### src/rtl/spi_slave_sync_if.sv
// Core-side bundle of the SPI slave: RX/TX valid/ready handshakes,
// sticky error flags and the busy indication.
interface spi_slave_sync_if #(
  parameter int unsigned WIDTH = 8
);
  logic [WIDTH-1:0] rx_data;
  logic             rx_valid;
  logic             rx_ready;
  logic [WIDTH-1:0] tx_data;
  logic             tx_valid;
  logic             tx_ready;
  logic             rx_overrun;
  logic             tx_underrun;
  logic             clr_flags;
  logic             busy;

  // The SPI slave drives the status side of the bundle.
  modport slave (
    output rx_data, rx_valid, tx_ready, rx_overrun, tx_underrun, busy,
    input  rx_ready, tx_data, tx_valid, clr_flags
  );

  // The core consumes RX words and supplies TX words.
  modport master (
    input  rx_data, rx_valid, tx_ready, rx_overrun, tx_underrun, busy,
    output rx_ready, tx_data, tx_valid, clr_flags
  );
endinterface

### src/rtl/spi_slave_sync.sv
// Oversampling SPI slave. SCLK, CS_n and MOSI are synchronised into clk,
// edges are detected one register later, and words are exchanged with the
// core through one buffered RX word and one TX holding register.
module spi_slave_sync #(
  parameter int unsigned      WIDTH       = 8,
  parameter bit               CPOL        = 1'b0,
  parameter bit               CPHA        = 1'b0,
  parameter bit               MSB_FIRST   = 1'b1,
  parameter int unsigned      SYNC_STAGES = 2,
  parameter logic [WIDTH-1:0] TX_IDLE     = '0
) (
  input  logic              clk,
  input  logic              rst,
  input  logic              sclk_in,
  input  logic              cs_n_in,
  input  logic              mosi_in,
  output logic              miso_out,
  output logic              miso_oe,
  spi_slave_sync_if.slave   core
);

  localparam int unsigned     CW        = $clog2(WIDTH);
  localparam int unsigned     FW        = $clog2(SYNC_STAGES + 2);
  localparam logic [CW-1:0]   LAST_BIT  = CW'(WIDTH - 1);
  localparam logic [FW-1:0]   FLUSH_CYC = FW'(SYNC_STAGES + 1);

  function automatic logic first_bit(input logic [WIDTH-1:0] w);
    return MSB_FIRST ? w[WIDTH-1] : w[0];
  endfunction

  function automatic logic [WIDTH-1:0] shift_out(input logic [WIDTH-1:0] w);
    return MSB_FIRST ? {w[WIDTH-2:0], 1'b0} : {1'b0, w[WIDTH-1:1]};
  endfunction

  function automatic logic [WIDTH-1:0] shift_in(input logic [WIDTH-1:0] w, input logic b);
    return MSB_FIRST ? {w[WIDTH-2:0], b} : {b, w[WIDTH-1:1]};
  endfunction

  logic [SYNC_STAGES-1:0] sclk_sync_q, sclk_sync_d;
  logic [SYNC_STAGES-1:0] cs_sync_q, cs_sync_d;
  logic [SYNC_STAGES-1:0] mosi_sync_q, mosi_sync_d;
  logic                   sclk_prev_q, sclk_prev_d;
  logic                   cs_n_prev_q, cs_n_prev_d;
  logic [FW-1:0]          flush_q, flush_d;
  logic                   armed_q, armed_d;
  logic [CW-1:0]          bit_cnt_q, bit_cnt_d;
  logic [WIDTH-1:0]       rx_sr_q, rx_sr_d;
  logic [WIDTH-1:0]       tx_sr_q, tx_sr_d;
  logic                   miso_q, miso_d;
  logic                   oe_q, oe_d;
  logic                   busy_q, busy_d;
  logic [WIDTH-1:0]       rx_data_q, rx_data_d;
  logic                   rx_valid_q, rx_valid_d;
  logic [WIDTH-1:0]       hold_q, hold_d;
  logic                   tx_ready_q, tx_ready_d;
  logic                   ovr_q, ovr_d;
  logic                   udr_q, udr_d;

  logic sclk_s, cs_n_s, mosi_s, sel_s;
  logic cs_assert_s, cs_deassert_s, lead_s, trail_s;
  logic sample_s, shift_edge_s, load_s, shift_s;
  logic [WIDTH-1:0] tx_word_s, tx_next_s, rx_word_s;

  // Synchronised pin views and edge/load-point decode.
  always_comb begin
    sclk_s        = sclk_sync_q[SYNC_STAGES-1];
    cs_n_s        = cs_sync_q[SYNC_STAGES-1];
    mosi_s        = mosi_sync_q[SYNC_STAGES-1];
    // Traffic is honoured only after a deassert has been seen since reset.
    sel_s         = armed_q && !cs_n_s;
    cs_assert_s   = armed_q && cs_n_prev_q && !cs_n_s;
    cs_deassert_s = armed_q && !cs_n_prev_q && cs_n_s;
    lead_s        = sel_s && (sclk_s != CPOL) && (sclk_prev_q == CPOL);
    trail_s       = sel_s && (sclk_s == CPOL) && (sclk_prev_q != CPOL);
    sample_s      = CPHA ? trail_s : lead_s;
    shift_edge_s  = CPHA ? lead_s : trail_s;
    // CPHA=0 loads at CS assert and at the trailing edge after a wrap;
    // CPHA=1 loads at the leading edge of bit 0.
    load_s        = CPHA ? (lead_s && (bit_cnt_q == '0))
                         : (cs_assert_s || (trail_s && (bit_cnt_q == '0)));
    shift_s       = shift_edge_s && !load_s;
  end

  // Next-state computation for synchronisers, shift paths and handshakes.
  always_comb begin
    sclk_sync_d = {sclk_sync_q[SYNC_STAGES-2:0], sclk_in};
    cs_sync_d   = {cs_sync_q[SYNC_STAGES-2:0], cs_n_in};
    mosi_sync_d = {mosi_sync_q[SYNC_STAGES-2:0], mosi_in};
    sclk_prev_d = sclk_s;
    cs_n_prev_d = cs_n_s;
    flush_d     = (flush_q == '0) ? flush_q : flush_q - FW'(1);
    armed_d     = armed_q || ((flush_q == '0) && cs_n_s);
    bit_cnt_d   = bit_cnt_q;
    rx_sr_d     = rx_sr_q;
    tx_sr_d     = tx_sr_q;
    miso_d      = miso_q;
    oe_d        = sel_s;
    busy_d      = sel_s;
    rx_data_d   = rx_data_q;
    rx_valid_d  = rx_valid_q;
    hold_d      = hold_q;
    tx_ready_d  = tx_ready_q;
    ovr_d       = ovr_q;
    udr_d       = udr_q;
    tx_word_s   = TX_IDLE;
    tx_next_s   = shift_out(tx_sr_q);
    rx_word_s   = shift_in(rx_sr_q, mosi_s);

    // Clear first so that a same-cycle set event wins.
    if (core.clr_flags) begin
      ovr_d = 1'b0;
      udr_d = 1'b0;
    end else begin
      ovr_d = ovr_q;
      udr_d = udr_q;
    end

    // Transmit path: holding state is taken before any same-cycle write.
    if (load_s) begin
      if (!tx_ready_q) begin
        tx_word_s  = hold_q;
        tx_ready_d = 1'b1;
      end else begin
        tx_word_s  = TX_IDLE;
        udr_d      = 1'b1;
      end
      tx_sr_d = tx_word_s;
      miso_d  = first_bit(tx_word_s);
    end else if (shift_s) begin
      tx_sr_d = tx_next_s;
      miso_d  = first_bit(tx_next_s);
    end else begin
      tx_sr_d = tx_sr_q;
    end

    // A write accepted in a load cycle is kept for the following word.
    if (core.tx_valid && tx_ready_q) begin
      hold_d     = core.tx_data;
      tx_ready_d = 1'b0;
    end else begin
      hold_d     = hold_q;
    end

    if (rx_valid_q && core.rx_ready) begin
      rx_valid_d = 1'b0;
    end else begin
      rx_valid_d = rx_valid_q;
    end

    // Receive path; CS edges discard any partial word.
    if (cs_assert_s || cs_deassert_s) begin
      bit_cnt_d = '0;
      rx_sr_d   = '0;
    end else if (sample_s) begin
      rx_sr_d = rx_word_s;
      if (bit_cnt_q == LAST_BIT) begin
        bit_cnt_d = '0;
        if (!rx_valid_q || core.rx_ready) begin
          rx_data_d  = rx_word_s;
          rx_valid_d = 1'b1;
        end else begin
          ovr_d = 1'b1;
        end
      end else begin
        bit_cnt_d = bit_cnt_q + CW'(1);
      end
    end else begin
      bit_cnt_d = bit_cnt_q;
    end
  end

  // State register with synchronous reset to idle pin levels.
  always_ff @(posedge clk) begin
    if (rst) begin
      sclk_sync_q <= {SYNC_STAGES{CPOL}};
      cs_sync_q   <= {SYNC_STAGES{1'b1}};
      mosi_sync_q <= '0;
      sclk_prev_q <= CPOL;
      cs_n_prev_q <= 1'b1;
      flush_q     <= FLUSH_CYC;
      armed_q     <= 1'b0;
      bit_cnt_q   <= '0;
      rx_sr_q     <= '0;
      tx_sr_q     <= TX_IDLE;
      miso_q      <= first_bit(TX_IDLE);
      oe_q        <= 1'b0;
      busy_q      <= 1'b0;
      rx_data_q   <= '0;
      rx_valid_q  <= 1'b0;
      hold_q      <= '0;
      tx_ready_q  <= 1'b1;
      ovr_q       <= 1'b0;
      udr_q       <= 1'b0;
    end else begin
      sclk_sync_q <= sclk_sync_d;
      cs_sync_q   <= cs_sync_d;
      mosi_sync_q <= mosi_sync_d;
      sclk_prev_q <= sclk_prev_d;
      cs_n_prev_q <= cs_n_prev_d;
      flush_q     <= flush_d;
      armed_q     <= armed_d;
      bit_cnt_q   <= bit_cnt_d;
      rx_sr_q     <= rx_sr_d;
      tx_sr_q     <= tx_sr_d;
      miso_q      <= miso_d;
      oe_q        <= oe_d;
      busy_q      <= busy_d;
      rx_data_q   <= rx_data_d;
      rx_valid_q  <= rx_valid_d;
      hold_q      <= hold_d;
      tx_ready_q  <= tx_ready_d;
      ovr_q       <= ovr_d;
      udr_q       <= udr_d;
    end
  end

  assign miso_out         = miso_q;
  assign miso_oe          = oe_q;
  assign core.rx_data     = rx_data_q;
  assign core.rx_valid    = rx_valid_q;
  assign core.tx_ready    = tx_ready_q;
  assign core.rx_overrun  = ovr_q;
  assign core.tx_underrun = udr_q;
  assign core.busy        = busy_q;

endmodule

### src/flat_wrapper.sv
// flat-port wrapper written by rule: the top's interface ports become plain ports
module spi_slave_sync_flat 
#(
  parameter int unsigned      WIDTH       = 8,
  parameter bit               CPOL        = 1'b0,
  parameter bit               CPHA        = 1'b0,
  parameter bit               MSB_FIRST   = 1'b1,
  parameter int unsigned      SYNC_STAGES = 2,
  parameter logic [WIDTH-1:0] TX_IDLE     = '0
)
  (clk, rst, sclk_in, cs_n_in, mosi_in, miso_out, miso_oe, core_rx_data, core_rx_valid, core_tx_ready, core_rx_overrun, core_tx_underrun, core_busy, core_rx_ready, core_tx_data, core_tx_valid, core_clr_flags);
  spi_slave_sync_if #(.WIDTH(WIDTH)) core_i ();
  input  logic clk;
  input  logic rst;
  input  logic sclk_in;
  input  logic cs_n_in;
  input  logic mosi_in;
  output logic miso_out;
  output logic miso_oe;
  output wire logic [$bits(core_i.rx_data)-1:0] core_rx_data;
  output wire logic [$bits(core_i.rx_valid)-1:0] core_rx_valid;
  output wire logic [$bits(core_i.tx_ready)-1:0] core_tx_ready;
  output wire logic [$bits(core_i.rx_overrun)-1:0] core_rx_overrun;
  output wire logic [$bits(core_i.tx_underrun)-1:0] core_tx_underrun;
  output wire logic [$bits(core_i.busy)-1:0] core_busy;
  input wire logic [$bits(core_i.rx_ready)-1:0] core_rx_ready;
  input wire logic [$bits(core_i.tx_data)-1:0] core_tx_data;
  input wire logic [$bits(core_i.tx_valid)-1:0] core_tx_valid;
  input wire logic [$bits(core_i.clr_flags)-1:0] core_clr_flags;
  assign core_rx_data = core_i.rx_data;
  assign core_rx_valid = core_i.rx_valid;
  assign core_tx_ready = core_i.tx_ready;
  assign core_rx_overrun = core_i.rx_overrun;
  assign core_tx_underrun = core_i.tx_underrun;
  assign core_busy = core_i.busy;
  assign core_i.rx_ready = core_rx_ready;
  assign core_i.tx_data = core_tx_data;
  assign core_i.tx_valid = core_tx_valid;
  assign core_i.clr_flags = core_clr_flags;
  spi_slave_sync #(.WIDTH(WIDTH), .CPOL(CPOL), .CPHA(CPHA), .MSB_FIRST(MSB_FIRST), .SYNC_STAGES(SYNC_STAGES), .TX_IDLE(TX_IDLE)) u_core (.clk(clk), .rst(rst), .sclk_in(sclk_in), .cs_n_in(cs_n_in), .mosi_in(mosi_in), .miso_out(miso_out), .miso_oe(miso_oe), .core(core_i));
endmodule
### config.mk
export PLATFORM = sky130hd
export DESIGN_NAME = spi_slave_sync_flat
export DESIGN_NICKNAME = d
export VERILOG_FILES = /design/src/rtl/spi_slave_sync_if.sv /design/src/rtl/spi_slave_sync.sv /design/src/flat_wrapper.sv
export SDC_FILE = /design/constraint.sdc
export NUM_CORES = 1
export LEC_CHECK = 0
export ABC_AREA = 1
export CAP_MARGIN = 15
export CORE_UTILIZATION = 53
export DETAILED_ROUTE_END_ITERATION = 10
export PLACE_DENSITY_LB_ADDON = 0.2
export SETUP_SLACK_MARGIN = 0.1
export SYNTH_ARGS = -nofsm -noshare
export SYNTH_HDL_FRONTEND = slang
export SYNTH_SLANG_ARGS = --single-unit
### constraint.sdc
create_clock -name clk -period 1.55 [get_ports clk]
set_input_delay 0.31 -clock clk [delete_from_list [all_inputs] [get_ports clk]]
set_output_delay 0.31 -clock clk [all_outputs]
set_load 0.02 [all_outputs]
==> flow_metrics.tcl <==
set metrics [dict create \
    async_flop_share_pct 0 \
    placed_cells 357 \
    seqPwrFrac_pct 59.6 \
    cp_data_arrival_time_ns 1.52 \
    p_comb_share_pct 7.7 \
    synthFlopType "dfxtp_1" \
    ir_drop_v 0.0005891 \
    critPathSlowestCell "dfxtp_2" \
    yosysWarningCount 0 \
    period_needed_ns 1.335 \
    fmax_ghz 0.7493 \
    finClkSkew_ns 0.007000 \
    grt_pass1_wl_um 6299 \
    drv_slew 0 \
    diodes 0 \
    dr_wl_met2_um 1530 \
    outcome "finished clean" \
    required_ns 1.74 \
    htreeDepth 2 \
    antenna_found_initial 0 \
    start_kind "flip-flop" \
    endpoint_kind "flip-flop" \
    syn2layout_area_growth_pct 22.18 \
    hold_class "flip-flop to flip-flop" \
    drive_gt1_share_pct 10.69 \
    fill_cells 359 \
    synth_edf_count 0 \
    cts.sinks 50 \
    switchingPower_w 0.0004965 \
    multiInputGateArea_um2 887.1 \
    critPathKind "flip-flop to flip-flop" \
    cts_buffer_depth 2 \
    gp_congestion 0.7836 \
    grt_max_degree 22 \
    path_buf_inv 1 \
    cap_viol_max_count 0 \
    maxSlewHeadroom_pct 82.26 \
    cts_buffers 5 \
    final.period_utilization_pct 86.10 \
    ys_seq_elements 50 \
    worst_pin_slew_ns 0.2655 \
    intPower_w 0.001767 \
    final_core_util_pct 68.39 \
    via_count 1735 \
    fin_total_pwr_w 0.002264 \
    slowest_delay_ns 0.38 \
    start_util_pct 55.97 \
    die_y_um 64.41 \
    p_leak_nw 1.088 \
    wl_met1_um 1788 \
    hpwl_um 2499 \
    wl_per_cell_um 9.639 \
    nNetsFinal 337 \
    regArea_um2 1003 \
    syn_inst 280 \
    swShare_pct 21.93 \
    clock_latency_ns 0.29 \
    die_x_um 64.41 \
    top_layer "met4" \
    seq_area_frac_synth_pct 48.48 \
    grt_pass1_vias 1509 \
    cts_tree "built" \
    ant_nets 0 \
    vias_per_cell 4.740 \
    rsz0062_at_grt "no" \
    cpLargestDelayFamily "simple AND/OR/NAND/NOR gates" \
    syn_area_um2 2064 \
    avgSynthCellArea_um2 7.373 \
    numPortBuffers 30 \
    ioPinCount 31 \
    core.rowCount 22 \
    ys_types 20 \
    wirelength_um 3528 \
    pwr-share-clk_pct 32.7 \
    ctsHoldBuffers 0 \
    worstPathCellList "inv_2 > nor2_4 > nand2_2 > nor2_2 > nand3_1 > nand2_1 > nor2_1" \
    path_max_fanout 9 \
    fin_tns_setup_ns 0 \
    first_pass_iters 4 \
    dr_wl_met3_um 152 \
    timing.final.hold_violations 0 \
    dieArea_um2 4149 \
    finalNonFillerCells 366 \
    track_usage_pct 19.35 \
    postSynthNetCount 300 \
    core_region_area_um2 3689 \
    drcViolationCount 0 \
    drtIter0Drc 125 \
    powerDensity_nw_per_um2 897.5 \
    grt_overflow 0 \
    clock-root-buffer "clkbuf_8" \
    cts_setup_buffers 0 \
    finalSetupViolations 0 \
    clk_pin_slew_ns 0.08 \
]
-- worst paths after layout --
path	depth (start not counted)	slack (ns)	start	endpoint
setup / recovery	7	0.22	u_core.armed_q	u_core.core.rx_data[2]
hold / removal	2	0.41	u_core.sclk_sync_q[0]	u_core.sclk_sync_q[1]
hold reg to reg	2	0.41	u_core.sclk_sync_q[0]	u_core.sclk_sync_q[1]
setup reg to reg	7	0.22	u_core.armed_q	u_core.core.rx_data[2]
-- worst register-to-register path, delay by kind of cell (launching register included) --
family	cells	cell delay [ns]
buffers and inverters	1	0.07
DFF	1	0.38
and+or+nand+nor	6	0.78
-- through the flow --
step                      area [um^2]  setup slack, ns  hold WS, ns
final                            2522           0.2154       0.4055
after floorplan                  2064           0.3494       0.3883
after CTS                        2504           0.1403       0.4074
after detailed placement         2431           0.1046       0.3962
after global routing             2522           0.1125       0.4303
after global placement           2431           0.1156       0.3895
-- power by group through the flow --
stage	Combinational [W]	Clock, W	Sequential (W)
after floorplan	0.000102	0	0.00138
after global placement	0.000173	0	0.00138
after detailed placement	0.000177	0	0.00138
after CTS	0.000176	0.000767	0.00135
after global routing	0.000204	0.000820	0.00135
final	0.000175	0.000740	0.00135
-- repair_timing --
item / CTS / global route
cloned: 0 / 1
pin swaps: 0 / 1
endpoints found under the setup margin: 15 / 26
gates resized for setup: 15 / 4
-- synthesized netlist by cell type, types with 2 or more instances --
cell / number / area share (%)
nand2_1: 62 / 11
dfxtp_1: 50 / 48
nor2_1: 41 / 7.5
inv_1: 35 / 6.4
nand3_1: 27 / 6.5
a21oi_1: 25 / 6.1
o21ai_0: 11 / 2.7
inv_2: 5 / 0.91
clkbuf_1: 4 / 0.73
ha_1: 4 / 2.4
nand2_2: 4 / 1.2
nor2_4: 3 / 1.6
or2_2: 2 / 0.61
-- logic make-up (layout without fill, tap and decap cells) --
kind of cell	Yosys count	in the layout	share of synthesized area, %
adders and majority gates	4	4	2.424
and+or+nand+nor	142	143	31.03
buffers and inverters	48	85	9.333
AOI/OAI and AO/OA	36	36	8.727
DFF	50	50	48.48
-- per-layer routing --
metal | vias up | global-route usage, %
met5 | - | 0
met4 | 0 | 5.833
met3 | 8 | 5.282
met2 | 38 | 30.92
met1 | 752 | 25.42
li1 | 937 | -
-- state kept, by name (all words and copies together) (netlist names) --
| register | cells |
|---|---|
| u_core.core.rx_overrun | 1 |
| u_core.sclk_prev_q | 1 |
| u_core.armed_q | 1 |
| u_core.cs_sync_q | 2 |
| u_core.core.tx_underrun | 1 |
| u_core.mosi_sync_q | 2 |
| u_core.sclk_sync_q | 2 |
| u_core.core.rx_valid | 1 |
| u_core.bit_cnt_q | 3 |
| u_core.core.rx_data | 8 |
| u_core.miso_oe | 1 |
| u_core.flush_q | 2 |
| u_core.cs_n_prev_q | 1 |
| u_core.hold_q | 8 |
| u_core.rx_sr_q | 7 |
| u_core.tx_sr_q | 7 |
| u_core.core.tx_ready | 1 |
| u_core.miso_out | 1 |
-- placed cells by master, fill, tap and decap left out --
master / netlist / final
clkinv_1: 1 / 1
nand3_4: 1 / 2
inv_2: 5 / 5
dfxtp_1: 50 / 48
nor2_1: 41 / 41
dlygate4sd2_1: 0 / 15
clkbuf_1: 4 / 1
nor2_4: 3 / 3
nand3_1: 27 / 27
or2_2: 2 / 2
buf_4: 1 / 6
ha_1: 4 / 4
inv_1: 35 / 35
nand2_2: 4 / 5
nor2_2: 0 / 1
o21ai_0: 11 / 11
clkbuf_8: 0 / 6
nor2_8: 1 / 1
dfxtp_2: 0 / 2
nand2_1: 62 / 61
clkinv_2: 0 / 1
a21oi_1: 25 / 25
clkdlybuf4s50_1: 0 / 15
-- final cells by class --
type	instances	share of cell area (%)
flip-flops and latches	50	39.78
multi-input cells	183	35.17
repair buffers	36	12.95
inverters	41	6.101
clock buffers	7	3.423
well taps	48	2.381
clock inverters	1	0.1984
Note: power is estimated with default switching activity, not from simulation.
